**src/rtl/img_stream_pkg.sv**
```systemverilog
// img_stream_pkg: shared pixel-stream types used by the frame streamer and the row/column PEs.
package img_stream_pkg;
    localparam int PIX_W = 8;
    typedef enum logic [1:0] {IDLE, STREAM, DRAIN} strm_state_t;
    typedef struct packed {
        logic             eor;
        logic             eof;
        logic [PIX_W-1:0] data;
    } pix_beat_t;
endpackage

```
**src/rtl/stream_out_fifo.sv**
```systemverilog
// stream_out_fifo: 3-entry output FIFO of pixel beats with occupancy count.
module stream_out_fifo
    import img_stream_pkg::*;
(
    input  logic       i_clk,
    input  logic       i_rst,
    input  logic       i_push,
    input  pix_beat_t  i_beat,
    input  logic       i_pop,
    output pix_beat_t  o_head,
    output logic [1:0] o_count
);
    pix_beat_t  mem [3];
    logic [1:0] wr_ptr, rd_ptr;
    logic       do_pop;
    assign do_pop = i_pop && (o_count != 2'd0);
    assign o_head = mem[rd_ptr];
    always_ff @(posedge i_clk or posedge i_rst) begin
        if (i_rst) begin
            mem     <= '{default: '0};
            wr_ptr  <= '0;
            rd_ptr  <= '0;
            o_count <= '0;
        end else begin
            if (i_push) begin
                mem[wr_ptr] <= i_beat;
                wr_ptr      <= (wr_ptr == 2'd2) ? 2'd0 : wr_ptr + 2'd1;
            end
            if (do_pop)
                rd_ptr <= (rd_ptr == 2'd2) ? 2'd0 : rd_ptr + 2'd1;
            o_count <= (i_push && !do_pop) ? o_count + 2'd1 :
                       (!i_push && do_pop) ? o_count - 2'd1 : o_count;
        end
    end
endmodule

```
**src/rtl/frame_streamer.sv**
```systemverilog
// frame_streamer: raster-order frame reader feeding a vld/rdy pixel stream with eor/eof tags.
// Optional inter-row issue gap enabled by defining FRAME_STREAMER_ROW_GAP_EN.
module frame_streamer
    import img_stream_pkg::*;
#(
    parameter int DATA_W  = PIX_W,
    parameter int IMG_W   = 64,
    parameter int IMG_H   = 64,
    parameter int ADDR_W  = $clog2(IMG_W*IMG_H),
    parameter int ROW_GAP = 4
) (
    input  logic              i_clk,
    input  logic              i_rst,
    input  logic              i_start,
    output logic              o_busy,
    output logic              o_done,
    output logic              o_mem_en,
    output logic [ADDR_W-1:0] o_mem_addr,
    input  logic [DATA_W-1:0] i_mem_data,
    input  logic              i_rdy,
    output logic              o_vld,
    output logic              o_eor,
    output logic              o_eof,
    output logic [DATA_W-1:0] o_data
);
    localparam int COL_W = $clog2(IMG_W);
    localparam int ROW_W = $clog2(IMG_H+1);
    localparam int GAP_W = $clog2(ROW_GAP+2);
`ifdef FRAME_STREAMER_ROW_GAP_EN
    localparam logic [GAP_W-1:0] GAP_LEN = GAP_W'(ROW_GAP);
`else
    localparam logic [GAP_W-1:0] GAP_LEN = '0;
`endif

    strm_state_t      state, state_nx;
    logic [COL_W-1:0] col;
    logic [ROW_W-1:0] row;
    logic [GAP_W-1:0] gap;
    logic             inflight, fl_eor, fl_eof;
    logic [1:0]       fifo_cnt;
    pix_beat_t        head, beat_in;
    logic             issue, is_eor, is_eof, pop, eof_hs;

    // Credit covers both queued beats and the read still in the RAM pipe.
    assign is_eor   = col == COL_W'(IMG_W-1);
    assign is_eof   = is_eor && (row == ROW_W'(IMG_H-1));
    assign issue    = (state == STREAM) && (gap == '0) &&
                      (({1'b0, fifo_cnt} + {2'b0, inflight}) < 3'd3);
    assign o_mem_en = issue;
    assign o_vld    = fifo_cnt != 2'd0;
    assign pop      = o_vld && i_rdy;
    assign eof_hs   = pop && head.eof;
    assign o_busy   = state != IDLE;
    assign o_eor    = head.eor;
    assign o_eof    = head.eof;
    assign o_data   = DATA_W'(head.data);
    assign beat_in  = '{eor: fl_eor, eof: fl_eof, data: PIX_W'(i_mem_data)};

    always_comb begin
        state_nx = state;
        state_nx = (state == IDLE   && i_start)         ? STREAM :
                   (state == STREAM && issue && is_eof) ? DRAIN  :
                   (state == DRAIN  && eof_hs)          ? IDLE   : state;
    end

    always_ff @(posedge i_clk or posedge i_rst) begin
        if (i_rst) state <= IDLE;
        else       state <= state_nx;
    end

    always_ff @(posedge i_clk or posedge i_rst) begin
        if (i_rst) begin
            col        <= '0;
            row        <= '0;
            gap        <= '0;
            o_mem_addr <= '0;
            inflight   <= 1'b0;
            fl_eor     <= 1'b0;
            fl_eof     <= 1'b0;
            o_done     <= 1'b0;
        end else begin
            if (issue) begin
                col        <= is_eor ? '0 : col + 1'b1;
                row        <= is_eof ? '0 : (is_eor ? row + 1'b1 : row);
                o_mem_addr <= is_eof ? '0 : o_mem_addr + 1'b1;
            end
            if (issue && is_eor && !is_eof) gap <= GAP_LEN;
            else if (gap != '0)             gap <= gap - 1'b1;
            inflight <= issue;
            fl_eor   <= is_eor;
            fl_eof   <= is_eof;
            o_done   <= eof_hs;
        end
    end

    stream_out_fifo u_fifo (
        .i_clk   (i_clk),
        .i_rst   (i_rst),
        .i_push  (inflight),
        .i_beat  (beat_in),
        .i_pop   (pop),
        .o_head  (head),
        .o_count (fifo_cnt)
    );
endmodule
```
**config.mk**
```make
export PLATFORM = sky130hd
export DESIGN_NAME = frame_streamer
export DESIGN_NICKNAME = d
export VERILOG_FILES = /design/src/rtl/img_stream_pkg.sv /design/src/rtl/stream_out_fifo.sv /design/src/rtl/frame_streamer.sv
export SDC_FILE = /design/constraint.sdc
export NUM_CORES = 1
export LEC_CHECK = 0
export ABC_AREA = 1
export CORE_UTILIZATION = 40
export CTS_BUF_LIST = sky130_fd_sc_hd__clkbuf_16
export CTS_CLUSTER_DIAMETER = 80
export DETAILED_ROUTE_END_ITERATION = 7
export PLACE_DENSITY = 0.7
export SLEW_MARGIN = 0
export SYNTH_ARGS = -nofsm -noshare
export SYNTH_HDL_FRONTEND = slang
export SYNTH_SLANG_ARGS = --single-unit
```
**constraint.sdc**
```tcl
create_clock -name i_clk -period 1.99 [get_ports i_clk]
set_input_delay 0.398 -clock i_clk [delete_from_list [all_inputs] [get_ports i_clk]]
set_output_delay 0.398 -clock i_clk [all_outputs]
set_load 0.01 [all_outputs]
```
**Word-level counts from Yosys, hierarchy flattened**

Index checks and enable logic that the tools add are counted.

- Flip-flop bits (word level): 70
- Output and inout bits: 26
- Logic and storage cells: 89

- Add/sub/neg operators: 9
- $lt $le $gt $ge: 4
- Equal/unequal tests: 6
- Mux-type cells: 19
- Bitwise operators: 2
- Reductions and logical operators: 28

Operator list:

| kind | number |
|---|---|
| 30-bit bitwise mux | 1 |
| 10-bit two-way mux | 3 |
| 10-bit binary-select mux with 2-bit select | 1 |
| 10-bit demux with 2-bit select | 1 |
| 1-bit logical AND | 15 |
| 2-bit two-way mux | 7 |
| 7-bit two-way mux | 2 |
| 12-bit by 1-bit adder with 12-bit output (second input constant) | 1 |
| 12-bit two-way mux | 1 |
| 2-bit nonzero test | 5 |
| 7-bit by 1-bit adder with 7-bit output (second input constant) | 1 |
| 7-bit by 6-bit equality test with 1-bit output (second input constant) | 1 |
| 2-bit by 1-bit adder with 2-bit output (second input constant) | 3 |
| 6-bit by 1-bit adder with 6-bit output (second input constant) | 1 |
| 2-bit equality test (second input constant) | 3 |
| 6-bit equality test (second input constant) | 1 |
| 3-bit greater-or-equal comparator (second input constant) | 2 |
| 3-bit two-way mux | 2 |
| 6-bit two-way mux | 1 |
| 2-bit inverter with 3-bit output | 2 |
| 3-bit nonzero test | 2 |
| 2-bit by 1-bit adder with 3-bit output | 1 |
| 1-bit zero test | 3 |
| 3-bit zero test | 1 |
| 7 further kinds | 7 |

**Longest topological paths before layout**

- Word-level depth: 9
- Gate-level depth with buffers: 10
- Mapped depth without buffers: 10

**Hierarchy**

Synthesis repeated with hierarchy kept, for this count alone.

- Cells, all modules: 409
- Area, all modules: 3447.1 um^2

Modules (own cells, without submodules):

| module | times used | cells each | area each (um^2) | seq. area each (um^2) |
|---|---|---|---|---|
| frame_streamer | 1 | 225 | 1863.0 | 850.8 |
| stream_out_fifo | 1 | 184 | 1584.0 | 900.9 |

**Worst setup path before layout**

OpenSTA, ideal clock, no wires.

- Path kind: reg-to-output
- Start: register inflight
- End: output port o_mem_en
- Arrival: 1.503 ns
- Required time: 1.592 ns
- Path slack: 0.089 ns
- Cell stages (with the launch flop): 7
- Buffers on the path: 1
- Cells stage by stage: dfrtp_1 ha_1 ha_1 nand2_1 nand2_1 nor3_4 buf_6

- Word-level cells in the longest chain between the ends: 3

RTL lines:

| element | RTL line | RTL |
|---|---|---|
| start, declared | frame_streamer.sv:39 | `logic inflight, fl_eor, fl_eof;` |
| start signal, assigned | frame_streamer.sv:89 | `inflight <= issue;` |
| 2-bit by 1-bit adder with 3-bit output | frame_streamer.sv:48 | `(({1'b0, fifo_cnt} + {2'b0, inflight}) < 3'd3);` |
| 3-bit by 2-bit < comparator with 1-bit output | frame_streamer.sv:48 |  |
| 1-bit logical AND | frame_streamer.sv:47 | `assign issue = (state == STREAM) && (gap == '0) &&` |
| end, declared | frame_streamer.sv:17 | `output logic o_mem_en,` |

Every way passes these cells.

**Worst setup path after layout**

- Start: register u_fifo.o_count[0]
- End: output port o_vld

- Word-level cells in the longest chain between the ends: 1

RTL lines:

| element | RTL line | RTL |
|---|---|---|
| start, declared | stream_out_fifo.sv:11 | `output logic [1:0] o_count` |
| start signal, assigned | stream_out_fifo.sv:31 | `o_count <= (i_push && !do_pop) ? o_count + 2'd1 :` |
| 2-bit nonzero test | frame_streamer.sv:50 | `assign o_vld = fifo_cnt != 2'd0;` |
| end, declared | frame_streamer.sv:21 | `output logic o_vld,` |

Every way passes these cells.

==> impl_metrics.yaml <==
run_status:
  status: "completed"
yosys:
  yosysMostFrequentCell: "nand2_1"
  synth_edf_count: 0
  synth-seq-cells: 70
  syn-instance-count: 418
  yosys-top-cells-count: "nand2_1, dfrtp_1, nand3_1"
  syn_nets: 438
  ys_warn_count: 0
  synth_flop_cell: "dfrtp_1"
  post-synth-top-area-cell: "dfrtp_1"
  ys_seq_area_share_pct: 50.4
  synth_cell_types: 29
  synth.top_cell.area_share_pct: 50.4
  ys_async_sr_fraction_pct: 100
  synth_area_per_cell_sq_um: 8.32
  ys_top_cells_by_area: "dfrtp_1, nand2_1, nand3_1"
  netlist_area_sq_um: 3480
layout:
  regArea_sq_um: 1750
  synthToLayoutAreaGrowth_pct: 26.6
  finalNetCount: 491
  antenna_cells: 0
  multi_input_area_sq_um: 1480
  drive_gt1_share_pct: 14.1
  n_fill_cell: 768
  final_area_sq_um: 4400
placement:
  place.gp.congestion: 0.795
  io_buffers: 37
  hpwl_um: 5200
  placed_area_sq_um: 4080
setup_path:
  r2r_slack_ns: 0.21
  slowest_delay_ns: 0.49
  r2r-end: "state[0]"
  end_kind: "output pin"
  start_kind: "flip-flop"
  crit_family: "buffers and inverters"
  crit_end: "o_vld"
  critPathKind: "flip-flop to output pin"
  cpMaxStageDelayCell: "clkdlybuf4s50_1"
  path_cells: "buf_4 -> inv_1 -> nand2_1 -> clkdlybuf4s50_1"
  r2r-start: "col[0]"
  r2r_cells: 8
  cp.arrival_ns: 1.53
  worst-path-max-fanout: 3
  cp_num_buf_inv: 3
  worst-path-stages: 4
  startpoint: "u_fifo.o_count[0]"
  critPathRequiredTime_ns: 1.59
flow_run:
  cap_violations: 0
cts:
  insertion_delay_ns: 0.33
  cts_sinks: 70
  cts_tree: "built"
  cts_max_level: 3
  hold_buffers: 0
  cts_buffer_depth: 2
  clockRootBuffer: "clkbuf_16"
  clk_pin_slew_ns: 0.05
  cts_made_buffers: 9
power:
  leakage_uw: 0.00213
  power_density_nw_per_um2: 986
  total_power_uw: 4340
  ir_drop_mv: 0.557
route:
  drtIter0Drc: 152
  via_count: 2922
  post-route-drc-count: 0
  wl_per_cell_um: 12.9
  wl_um: 7470
  dr.pass1.iters: 6
  vias_per_cell: 5.03
  ant_nets: 0
timing:
  fin_crit_ns: 1.92
  rsz0062_at_grt: "true"
  tightest_slew_ns: 0.378
  fin_tns_setup_ns: 0
  fmax_mhz: 520
  relSlewSlack_pct: 74.8
  setup_viol: 0
  skew_ns: 0.00806
  slew_viol_final: 0
  hold_viol_final: 0
  post-route-period-util_pct: 96.7
worst_hold_path:
  hold_start: "row[6]"
  min_path_type: "flip-flop to flip-flop"
global_route:
  top_usage_layer: "met2"
  use_met2_pct: 32.6
  grt_max_degree: 71
  grt_pass1_vias: 2910
  grt_use_met3_pct: 4.78
  grt_pass1_wl_um: 13100
  track_usage_pct: 18.8
  grt-ovfl-total: 0
  grt_antenna_before_repair: 0
  met1_usage_pct: 22.7
die:
  die-area_sq_um: 9070
  ios: 38
  placeableCoreArea_sq_um: 8300
  initial_core_util_pct: 41.9
  std_cell_rows: 33
  die_h_um: 95.2
  die_x_um: 95.2
## area by class of cell
type | count | area share, %
Multi-Input combinational cell | 282 | 33.5
Tap cell | 105 | 2.98
Clock inverter | 7 | 2.02
Timing Repair Buffer | 57 | 12.1
Sequential cell | 70 | 39.8
Inverter | 51 | 4.46
Clock buffer | 9 | 5.12
## per-layer routing
layer	wire length, um	vias up
li1	-	1468
met1	3430	1382
met2	3640	61
met3	311	11
met4	87	0
met5	0	-
## registers in the layout, summed over array words and instances (netlist names)
| register | cells |
|---|---|
| o_mem_addr | 12 |
| o_done | 1 |
| gap | 3 |
| fl_eof | 1 |
| u_fifo.rd_ptr | 2 |
| fl_eor | 1 |
| u_fifo.o_count | 2 |
| u_fifo.mem | 30 |
| row | 7 |
| u_fifo.wr_ptr | 2 |
| state | 2 |
| col | 6 |
| inflight | 1 |
## cells in the final DEF, fill, tap and decap left out, drive strengths merged
| master | n |
|---|---|
| clkinv | 5 |
| nand4 | 14 |
| bufinv | 2 |
| o21ai | 54 |
| nor2 | 21 |
| dlygate4sd2 | 8 |
| xor2 | 5 |
| a21oi | 5 |
| nor3 | 1 |
| dfrtp | 70 |
| clkinvlp | 2 |
| ha | 8 |
| xnor2 | 4 |
| nand3 | 59 |
| clkdlybuf4s50 | 26 |
| clkbuf | 11 |
| inv | 49 |
| buf | 21 |
| nand2 | 111 |
## cells by family after synthesis
logic type | count (synthesis) | share of synthesized area [%]
flip-flops | 70 | 50.4
buffers and inverters | 66 | 7.74
XOR/XNOR | 9 | 2.27
AO/OA/AOI/OAI | 59 | 8.93
AND/OR/NAND/NOR | 206 | 27.8
adder cells (fa/ha/maj) | 8 | 2.88
## worst register-to-register path, stage by stage, from the launching register on
cell	delay [ns]
dfrtp_1	0.47
ha_1	0.27
nand3_2	0.14
nor2_4	0.15
nand3_2	0.29
inv_2	0.16
nand2_1	0.07
nand2_1	0.07
nand2_1	0.05
## where the power goes
part / total, uW / switching [uW] / internal [uW]
logic: 1150 / 615 / 540
clock network: 1680 / 591 / 1090
registers: 1510 / 36.1 / 1470
## stage by stage
stage	util [%]	setup WS [ns]	instances	hold WS (ns)
floorplan	-	0.0888	418	0.435
global placement	49.1	-0.0892	563	0.449
detailed placement	49.1	-0.162	563	0.465
CTS	52.9	-0.0521	581	0.479
global route	53.0	-0.0194	581	0.514
finish	53.0	0.0662	581	0.477
## worst min path at each step
stage                           to  cells after the start
floorplan                   row[6]                      2
global placement            row[6]                      2
detailed placement          row[6]                      2
CTS                         row[6]                      2
global route        u_fifo.mem[14]                      2
finish                      row[6]                      2
## what timing repair did
| action | in CTS | in global routing |
|---|---|---|
| pin swaps | 0 | 2 |
| gates resized for setup | 19 | 7 |
| cloned | 0 | 0 |
| setup buffers | 2 | 0 |
| setup endpoints to repair | 11 | 4 |
(Power assumes the default switching activity.)
